--- config.mk ---
export PLATFORM = sky130hd
export DESIGN_NAME = timer_dev
export DESIGN_NICKNAME = d
export VERILOG_FILES = /design/src/rtl/timer_dev.sv
export SDC_FILE = /design/constraint.sdc
export NUM_CORES = 1
export LEC_CHECK = 0
export CAP_MARGIN = 20
export CORE_ASPECT_RATIO = 2
export CORE_MARGIN = 8
export CORE_UTILIZATION = 54
export CTS_CLUSTER_DIAMETER = 80
export DETAILED_ROUTE_END_ITERATION = 12
export HOLD_SLACK_MARGIN = 0.15
export PLACE_DENSITY = 0.81
export SKIP_CTS_REPAIR_TIMING = 1
export SLEW_MARGIN = 20
export SYNTH_ARGS = -nofsm -noshare
export SYNTH_HDL_FRONTEND = slang
export SYNTH_SLANG_ARGS = --single-unit
--- constraint.sdc ---
create_clock -name clk -period 2.35 [get_ports clk]
set_input_delay 0.47 -clock clk [delete_from_list [all_inputs] [get_ports clk]]
set_output_delay 0.47 -clock clk [all_outputs]
set_load 0.05 [all_outputs]
--- src/rtl/timer_dev.sv ---
// Memory-mapped countdown timer: one-shot with held irq, or auto-reload with a one-cycle irq pulse.
// Optional prescaler in CTRL[15:8] is built when TIMER_PRESCALE_EN is defined.
`timescale 1ns/1ps
module timer_dev #(
  parameter logic [31:0] RESET_PRESET = 32'd0
) (
  input  logic        clk,
  input  logic        rst,
  input  logic [1:0]  addr,
  input  logic        write_enable,
  input  logic [31:0] write_data,
  output logic [31:0] read_result,
  output logic        irq
);

  typedef enum logic [1:0] {IDLE, LOAD, CNT, INT} state_t;

  state_t      state_reg;
  logic        en_reg;
  logic [1:0]  mode_reg;
  logic        im_reg;
  logic [31:0] preset_reg;
  logic [31:0] count_reg;
  logic        pend_reg;
  logic        irq_reg;
  logic        pend_next;
  logic        im_next;
  logic        ctrl_wr;
  logic        preset_wr;
  logic        tick;
  logic        expire;
  logic [31:0] ctrl_rd;
  logic        unused_wd;

  assign ctrl_wr   = write_enable && (addr == 2'd0);
  assign preset_wr = write_enable && (addr == 2'd1);
  assign expire    = (state_reg == CNT) && en_reg && tick && (count_reg <= 32'd1);

`ifdef TIMER_PRESCALE_EN
  logic [7:0] psc_reg;
  logic [7:0] psc_cnt_reg;

  assign tick      = (psc_cnt_reg == psc_reg);
  assign ctrl_rd   = {16'd0, psc_reg, 4'd0, im_reg, mode_reg, en_reg};
  assign unused_wd = ^{write_data[31:16], write_data[7:4]};

  always_ff @(posedge clk or negedge rst) begin
    if (!rst) begin
      psc_reg     <= 8'd0;
      psc_cnt_reg <= 8'd0;
    end else begin
      if (ctrl_wr)
        psc_reg <= write_data[15:8];
      // Free-runs only while counting; LOAD, IDLE and EN=0 all restart the divider.
      if (state_reg == CNT && en_reg)
        psc_cnt_reg <= tick ? 8'd0 : psc_cnt_reg + 8'd1;
      else
        psc_cnt_reg <= 8'd0;
    end
  end
`else
  assign tick      = 1'b1;
  assign ctrl_rd   = {28'd0, im_reg, mode_reg, en_reg};
  assign unused_wd = ^write_data[31:4];
`endif

  // The CPU write to CTRL has the last word on pend, so it beats both set and clear.
  always_comb begin
    pend_next = pend_reg;
    if (expire)
      pend_next = 1'b1;
    if (state_reg == INT && mode_reg == 2'b01)
      pend_next = 1'b0;
    if (ctrl_wr)
      pend_next = 1'b0;
  end

  assign im_next = ctrl_wr ? write_data[3] : im_reg;

  always_ff @(posedge clk or negedge rst) begin
    if (!rst) begin
      state_reg  <= IDLE;
      en_reg     <= 1'b0;
      mode_reg   <= 2'b00;
      im_reg     <= 1'b0;
      preset_reg <= RESET_PRESET;
      count_reg  <= 32'd0;
      pend_reg   <= 1'b0;
      irq_reg    <= 1'b0;
    end else begin
      pend_reg <= pend_next;
      irq_reg  <= pend_next & im_next;
      if (preset_wr)
        preset_reg <= write_data;
      case (state_reg)
        IDLE: if (en_reg) state_reg <= LOAD;
        LOAD: begin
          count_reg <= preset_reg;
          state_reg <= CNT;
        end
        CNT: begin
          if (!en_reg) begin
            state_reg <= IDLE;
          end else if (tick) begin
            if (count_reg <= 32'd1) begin
              count_reg <= 32'd0;
              state_reg <= INT;
            end else begin
              count_reg <= count_reg - 32'd1;
            end
          end
        end
        INT: begin
          if (mode_reg == 2'b01) begin
            state_reg <= LOAD;
          end else begin
            en_reg    <= 1'b0;
            state_reg <= IDLE;
          end
        end
        default: state_reg <= IDLE;
      endcase
      // Placed after the FSM so a same-cycle CPU write overrides the INT-state EN clear.
      if (ctrl_wr) begin
        en_reg   <= write_data[0];
        mode_reg <= write_data[2:1];
        im_reg   <= write_data[3];
      end
    end
  end

  always_comb begin
    case (addr)
      2'd0:    read_result = ctrl_rd;
      2'd1:    read_result = preset_reg;
      2'd2:    read_result = count_reg;
      default: read_result = 32'd0;
    endcase
  end

  assign irq = irq_reg;

endmodule

==> results of run 1 <==
## per-stage QoR
step                power, mW  setup WS, ns
detailed placement       5.65        0.0555
global route             7.69       -0.0156
floorplan                4.08        0.0268
finish                   7.37        0.0543
global placement         5.52        0.0976
CTS                      7.30        0.0472
## path summary, 6_finish.rpt
path | end | start
setup / recovery | count_reg[0]$_DFFE_PN0P_ | count_reg[5]$_DFFE_PN0P_
hold / removal | preset_reg[2]$_DFFE_PN0P_ | rst
setup reg to reg | count_reg[0]$_DFFE_PN0P_ | count_reg[5]$_DFFE_PN0P_
hold reg to reg | preset_reg[29]$_DFFE_PN0P_ | preset_reg[29]$_DFFE_PN0P_
max in group asynchronous | count_reg[9]$_DFFE_PN0P_ | rst
min in group clk | preset_reg[29]$_DFFE_PN0P_ | preset_reg[29]$_DFFE_PN0P_
## logic make-up (layout without fill, tap and decap cells)
group	after synthesis	after routing	synth area share, %
AND/OR/NAND/NOR	119	119	17.1
multiplexers	38	38	10.2
buffers and inverters	41	146	4.56
AO/OA/AOI/OAI	126	126	23.9
adder cells (fa/ha/maj)	2	2	0.604
flip-flops	72	72	43.5
## power breakdown
group | total, mW | switching (mW) | internal [mW] | leakage [nW]
combinational | 3.64 | 1.99 | 1.65 | 1.47
clock | 1.62 | 0.525 | 1.09 | 0.172
sequential | 2.11 | 0.463 | 1.65 | 0.876
## cells in the mapped netlist, types with 4 or more instances
| library cell | instances | area [sq um] |
|---|---|---|
| a21oi_1 | 8 | 40.0 |
| a221o_1 | 10 | 100 |
| a22o_1 | 36 | 315 |
| a22oi_1 | 7 | 52.6 |
| and2_1 | 4 | 25.0 |
| buf_1 | 6 | 22.5 |
| clkbuf_1 | 18 | 67.6 |
| dfrtp_1 | 72 | 1800 |
| inv_1 | 8 | 30.0 |
| mux2_2 | 34 | 383 |
| mux2i_1 | 4 | 40.0 |
| nand2_1 | 23 | 86.3 |
| nand3_1 | 9 | 45.0 |
| nand4_1 | 4 | 25.0 |
| nor2_1 | 13 | 48.8 |
| nor2b_1 | 5 | 31.3 |
| nor3_1 | 16 | 80.1 |
| nor4_1 | 11 | 68.8 |
| nor4_2 | 4 | 50.1 |
| o21ai_0 | 18 | 90.1 |
| o21ai_1 | 9 | 45.0 |
| o31ai_1 | 4 | 30.0 |
| o41ai_1 | 4 | 35.0 |
| or3_1 | 5 | 31.3 |
| or4_1 | 7 | 52.6 |
## cells in the final DEF, fill, tap and decap left out, types with 9 or more instances in the layout
cell type,count
dfrtp_1,72
a22o_1,17
clkbuf_16,9
nand2_1,23
buf_4,46
a221o_1,10
o21ai_1,13
a22o_2,20
o21ai_0,14
nor4_1,10
mux2_2,34
clkdlybuf4s50_1,36
nor3_1,16
nor2_1,13
buf_12,36
## layer usage
metal / vias up / GRT usage (%) / routed length [um]
met2: 215 / 44.9 / 7110
li1: 1759 / - / -
met3: 63 / 6.97 / 984
met5: - / 0 / 0
met1: 1949 / 25.7 / 4810
met4: 0 / 14.0 / 656
## cell type report
class	instances	area share [%]
repair buffers	122	24.6
flip-flops and latches	72	30.2
well taps	94	1.97
clock inverters	5	1.72
clock buffers	11	4.24
multi-input cells	285	36.8
inverters	8	0.504
==> out/metrics.csv, run 1 <==
stage,metric,value,unit
placement,gp_congestion,0.940,
power,irDropWorstVdd,0.000808,V
placement,place_area,5580,sq um
route,via_per_inst,6.68,
power,leakage,2.52,nW
die,die_y,140,um
route,final_antenna_net_count,0,
die,core_area,7490,sq um
sta,fmax,436,MHz
sta,tightest_slew,0.804,ns
route,routed_wl,13600,um
placement,place_inst,581,
clock_tree,cts.clk_slew.worst_paths,0.06,ns
route,first_iter_violations,268,
sta,fin_skew,0.0109,ns
final_layout,multi_input_area,2190,sq um
final_layout,n_antenna_cell,0,
grt,grt_util_all_layers,25.3,%
die,rows,45,
logic_synthesis,ys_seq_elements,72,
clock_tree,cts_tree,yes,
final_layout,nets,537,
critical_path,cp_slowest_cell,dfrtp_1,
critical_path,worst-path-buf-inv,1,
critical_path,r2r_slack,0.05,ns
clock_tree,numCtsBuffers,9,
critical_path,cp.required,2.55,ns
critical_path,endpoint_kind,flip-flop,
clock_tree,htreeDepth,3,
placement,hpwl,9600,um
route,wl_per_cell,22.7,um
sta,slew_headroom,46.4,%
grt,antenna_found_initial,0,
critical_path,path_class,flip-flop to flip-flop,
logic_synthesis,syn_area,4140,sq um
hold_path,min_path_type,input port to async pin,
logic_synthesis,synth_edf_count,0,
clock_tree,insertion_delay,0.34,ns
power,power_density,1240,nW/um^2
die,die_w,77.9,um
sta,hold_violations,0,
die,dieArea,10900,sq um
sta,slew_viol_final,0,
grt,gr-total-overflow,0,
final_layout,drive_gt1_share,35.6,%
clock_tree,clockBufferDepth,2,
critical_path,path_delay_family,compound AO/OA/AOI/OAI gates,
logic_synthesis,syn_nets,437,
status,status,completed,
critical_path,path_max_fanout,9,
critical_path,reg2reg_depth,6,
clock_tree,cts_root_buf,clkbuf_16,
die,start_util,55.3,%
logic_synthesis,syn_avg_cell_area,10.4,sq um
placement,portBuffers,69,
final_layout,areaGrowthSynthToFinish,44.1,%
critical_path,path_depth,6,
route,vias,3986,
final_layout,fin_util,79.6,%
sta,period_needed,2.30,ns
route,drc,0,
critical_path,arrival,2.50,ns
grt,grt_pass1_wl,22100,um
logic_synthesis,async_reset_ff_share,100,%
logic_synthesis,synth-main-ff-cell,dfrtp_1,
route,drtPass1Iterations,5,
sta,period_share,97.7,%
final_layout,seq_area,1800,sq um
logic_synthesis,ys_seq_area_share,43.5,%
clock_tree,cts.sinks,72,
logic_synthesis,synthCells,398,
sta,hold_slack,0.132,ns
die,io_pins,70,
critical_path,slowest_delay,0.48,ns
sta,setup_tns,0,ns
final_layout,final_area,5960,sq um
run,drv_cap,0,
grt,grt_pass1_vias,4297,
logic_synthesis,synth_cell_types,63,
grt,grt_max_degree,73,
final_layout,layout.cells.non_filler,597,
critical_path,crit_chain,nor4_4 -> o2111ai_1 -> o31a_2 -> buf_4 -> a221oi_1 -> a21oi_1,
critical_path,start_kind,flip-flop,
sta,finalSetupViolCount,0,
logic_synthesis,yosys_warnings,0,
final_layout,fill_cells,476,
Note: power is estimated with default switching activity, not from simulation.
==> run 2, diff against run 1 <==
- SKIP_LAST_GASP: default -> 1
==> run 2 against run 1 <==
Die area stayed put. Routed wire length is 0.26% higher. Via count is 0.93% lower. Clock skew hardly changed. Utilization is 0.13 points lower. Design area is 0.17% lower. Critical path depth is 1 lower. Sequential share of layout area is 0.051 points higher. Count of clock-buffer cells in the layout stayed put. Non-clock buffer count stayed put. Register-to-register slack better by 0.02 ns. Combinational power hardly changed. Largest cell class unchanged.
==> out/metrics.csv, run 2 (synthesized netlist as in run 1, its figures left out) <==
stage,metric,value,unit
grt,gr-total-overflow,0,
clock_tree,clockBufferDepth,2,
route,wl_per_cell,22.8,um
critical_path,path_max_fanout,14,
sta,rsz0062_at_grt,true,
placement,place_inst,581,
critical_path,crit_chain,clkdlybuf4s50_1 -> nor2b_2 -> buf_4 -> a22o_1 -> buf_12,
final_layout,final_area,5950,sq um
sta,period_share,97.8,%
sta,fin_skew,0.0104,ns
final_layout,areaGrowthSynthToFinish,43.8,%
die,die_y,140,um
critical_path,arrival,1.83,ns
final_layout,layout_commonest_cell,dfrtp_1,
placement,portBuffers,69,
final_layout,layout_common_cells,"dfrtp_1, buf_4, clkdlybuf4s50_1, buf_12, mux2_2",
hold_path,min_path_type,input port to async pin,
critical_path,cp_slowest_cell,clkdlybuf4s50_1,
sta,fin_ws,0.0518,ns
die,core_area,7490,sq um
die,rows,45,
die,io_pins,70,
power,power_density,1240,nW/um^2
critical_path,path_class,input port to primary output,
clock_tree,htreeDepth,3,
power,leakage,2.51,nW
route,drc,0,
grt,grt_util_all_layers,25.3,%
route,vias,3949,
grt,grt_pass1_vias,4297,
grt,antenna_found_initial,0,
sta,fmax,435,MHz
route,drtPass1Iterations,5,
final_layout,n_antenna_cell,0,
placement,hpwl,9600,um
die,dieArea,10900,sq um
power,irDropWorstVdd,0.000809,V
route,final_antenna_net_count,0,
clock_tree,cts_tree,yes,
final_layout,nets,537,
critical_path,r2r-start,count_reg[22]$_DFFE_PN0P_,
die,die_w,77.9,um
power,finalPower,7.36,mW
sta,setup_tns,0,ns
route,first_iter_violations,308,
route,routed_wl,13600,um
critical_path,startpoint,addr[0],
critical_path,path_delay_family,buffers and inverters,
placement,pre_cts_slack,0.0555,ns
route,via_per_inst,6.61,
run,drv_cap,0,
placement,place_area,5580,sq um
clock_tree,insertion_delay,0.34,ns
die,start_util,55.3,%
sta,slew_headroom,45.7,%
sta,finalSetupViolCount,0,
grt,grt_pass1_wl,22100,um
critical_path,endpoint_kind,primary output,
critical_path,slowest_delay,0.54,ns
final_layout,layout.cells.non_filler,597,
clock_tree,cts.clk_slew.worst_paths,0.06,ns
grt,grt_max_degree,73,
clock_tree,cts_root_buf,clkbuf_16,
clock_tree,cts.sinks,72,
sta,slew_viol_final,0,
status,status,completed,
clock_tree,numCtsBuffers,9,
critical_path,cp.required,1.88,ns
sta,tightest_slew,0.814,ns
final_layout,drive_gt1_share,35.4,%
critical_path,start_kind,input port,
sta,hold_violations,0,
placement,gp_congestion,0.940,
sta,period_needed,2.30,ns
critical_path,worst-path-buf-inv,3,
[run 2: cell types whose count changed in the layout (fill, tap and decap cells not counted)]
cell    before  now
buf_4       46   47
nor4_1      10   11
buf_6        3    2
nor4_2       5    4
[run 2: power breakdown]
part / switching, mW / internal (mW)
clock network: 0.529 / 1.09
registers: 0.456 / 1.65
logic: 1.99 / 1.65
[run 2: area by class of cell]
| class | instances | area (sq um) |
|---|---|---|
| Timing Repair Buffer | 122 | 1460 |
| Fill cell | 479 | 1540 |
| Multi-Input combinational cell | 285 | 2190 |
| Clock buffer | 11 | 253 |
| Tap cell | 94 | 118 |
| Sequential cell | 72 | 1800 |
| Inverter | 8 | 30.0 |
| Clock inverter | 5 | 103 |
[run 2: stage by stage]
step           hold WS (ns)  utilization, %
3_5_place_dp          0.520            74.6
3_3_place_gp          0.506            74.6
5_1_grt               0.188            79.5
4_1_cts               0.179            79.3
6_report              0.137            79.5
2_1_floorplan         0.174               -
[run 2: worst paths after layout]
kind                                               to  slack, ns  depth (start not counted)
setup / recovery                      read_result[27]       0.05                          5
hold / removal              preset_reg[2]$_DFFE_PN0P_       0.14                          2
setup reg to reg            count_reg[19]$_DFFE_PN0P_       0.07                          8
hold reg to reg            preset_reg[29]$_DFFE_PN0P_       0.53                          1
max in group asynchronous    count_reg[9]$_DFFE_PN0P_       1.86                          2
min in group clk           preset_reg[29]$_DFFE_PN0P_       0.53                          1
[run 2: metal layers]
| layer | GRT usage, % | part of all wire, % | vias up |
|---|---|---|---|
| met1 | 25.7 | 36 | 1932 |
| met4 | 14.0 | 4.6 | 0 |
| li1 | - | - | 1756 |
| met3 | 6.97 | 6.5 | 58 |
| met2 | 44.9 | 53 | 203 |
| met5 | 0 | 0 | - |
==> run 3, diff against run 2 <==
- GPL_TIMING_DRIVEN: default -> 0
- SKIP_LAST_GASP: 1 -> default
==> run 3 against run 2 <==
Sequential cell count did not move. Via count rose by 1.3%. Design area fell by 10%. First-iteration DRC count rose by 69%. Setup slack got worse by 0.031 ns. Power fell by 9.3%. Combinational power fell by 17%. Clock power fell by 14%. Clock skew fell by 0.0031 ns. Sequential share of layout area rose by 3.5 points. Routed wire length rose by 0.94%. Critical path type is now flip-flop to flip-flop.
==> out/metrics.csv, run 3 (synthesized netlist as in run 1, its figures left out) <==
stage,metric,value,unit
final_layout,layout_common_cells,"dfrtp_1, mux2_2, clkdlybuf4s50_1",
final_layout,fin_util,71.3,%
power,clock_power_share,21.0,%
clock_tree,clockBufferDepth,2,
sta,tightest_slew,0.634,ns
grt,grt_pass1_wl,21300,um
critical_path,cp.required,2.63,ns
grt,grt_pass1_vias,4027,
critical_path,endpoint_kind,flip-flop,
clock_tree,cts.clk_slew.worst_paths,0.06,ns
power,p_switching,3.03,mW
power,irDropWorstVdd,0.000652,V
sta,slew_headroom,57.7,%
clock_tree,numCtsBuffers,9,
die,die_w,77.9,um
power,leakage,2.26,nW
sta,fin_skew,0.00734,ns
hold_path,min_path_type,flip-flop to flip-flop,
die,die_y,140,um
die,dieArea,10900,sq um
grt,gr-total-overflow,0,
die,core_area,7490,sq um
route,first_iter_violations,522,
sta,hold_violations,0,
sta,slew_viol_final,0,
final_layout,final_area,5340,sq um
run,drv_cap,0,
power,swShare,45.4,%
route,final_antenna_net_count,0,
final_layout,areaGrowthSynthToFinish,29.1,%
die,rows,45,
route,via_per_inst,6.87,
sta,period_share,99.1,%
grt,antenna_found_initial,0,
clock_tree,cts.sinks,72,
critical_path,arrival,2.61,ns
route,drtPass1Iterations,6,
status,status,completed,
clock_tree,htreeDepth,3,
route,routed_wl,13700,um
final_layout,n_antenna_cell,0,
route,drc,0,
final_layout,multi_input_area,2290,sq um
grt,grt_util_all_layers,24.9,%
clock_tree,cts_root_buf,clkbuf_16,
sta,fin_ws,0.0213,ns
final_layout,layout_commonest_cell,dfrtp_1,
sta,fmax,429,MHz
clock_tree,cts_tree,yes,
final_layout,seq_area,1800,sq um
route,vias,3999,
placement,portBuffers,68,
placement,gp_congestion,0.930,
final_layout,nets,522,
critical_path,path_class,flip-flop to flip-flop,
final_layout,drive_gt1_share,32.0,%
route,wl_per_cell,23.6,um
critical_path,path_max_fanout,6,
power,power.internal,3.64,mW
placement,pre_cts_slack,-1.58,ns
critical_path,start_kind,flip-flop,
power,seq_power_share,33.6,%
placement,place_area,4980,sq um
placement,hpwl,9300,um
final_layout,fill_cells,569,
clock_tree,insertion_delay,0.35,ns
die,start_util,55.3,%
grt,grt_max_degree,42,
die,io_pins,70,
power,power_density,1250,nW/um^2
sta,finalSetupViolCount,0,
sta,period_needed,2.33,ns
power,p_comb_share,45.4,%
[run 3: cell count changes in the layout (fill, tap and decap cells not counted), moves of 3 or more]
cell / delta
buf_1: +4
dlymetal6s2s_1: +3
nor4_1: -3
nor4_4: +3
clkbuf_2: +24
nor3_1: -3
clkbuf_1: +8
clkinvlp_4: +3
buf_4: -38
buf_2: +12
clkbuf_4: +6
buf_12: -35
[run 3: worst max-delay path: stages (launching register included)]
cell and delay [ns]:
dfrtp_1 0.47, inv_1 0.14, ha_2 0.24, nor3b_4 0.30
and3_2 0.31, nand3_1 0.19, or4_1 0.51, nand3_1 0.10
[run 3: per-layer routing]
metal  global-route usage (%)  wire length [um]
met1                     27.7              4960
met2                     41.3              6990
met3                     5.55              1090
met4                     15.8               674
met5                        0                 0
[run 3: cell type report]
type                            count  share of cell area, %
Timing Repair Buffer               74                   11.2
Sequential cell                    72                   33.7
Buffer                             33                   3.65
Clock inverter                      6                   1.29
Multi-Input combinational cell    285                   42.8
Clock buffer                       10                   4.47
Tap cell                           94                   2.20
Inverter                            8                  0.562
[run 3: path summary, 6_finish.rpt]
check	start	to	slack, ns	cells after the start
hold / removal	preset_reg[15]$_DFFE_PN0P_	count_reg[15]$_DFFE_PN0P_	0.53	1
setup reg to reg	count_reg[0]$_DFFE_PN0P_	count_reg[28]$_DFFE_PN0P_	0.02	7
max in group asynchronous	rst	preset_reg[15]$_DFFE_PN0P_	1.16	3
hold reg to reg	preset_reg[15]$_DFFE_PN0P_	count_reg[15]$_DFFE_PN0P_	0.53	1
min in group asynchronous	rst	preset_reg[3]$_DFFE_PN0P_	0.62	2
setup / recovery	count_reg[0]$_DFFE_PN0P_	count_reg[28]$_DFFE_PN0P_	0.02	7
[run 3: power groups by stage]
stage / Sequential (mW) / Clock (mW) / Combinational [mW]
floorplan: 2.01 / 0 / 2.06
detailed placement: 2.16 / 0 / 2.84
finish: 2.24 / 1.40 / 3.03
global placement: 2.14 / 0 / 2.81
CTS: 2.15 / 1.41 / 2.88
global route: 2.30 / 1.46 / 3.24
[run 3: metrics by stage]
step	total power, mW	setup TNS [ns]	hold WS, ns	instances
2_1_floorplan	4.08	0	0.174	398
3_3_place_gp	4.95	-171.75	0.499	560
3_5_place_dp	5.00	-54.12	0.432	561
4_1_cts	6.43	-49.05	0.0781	577
5_1_grt	7.00	-0.388	0.551	582
6_report	6.68	0	0.528	582
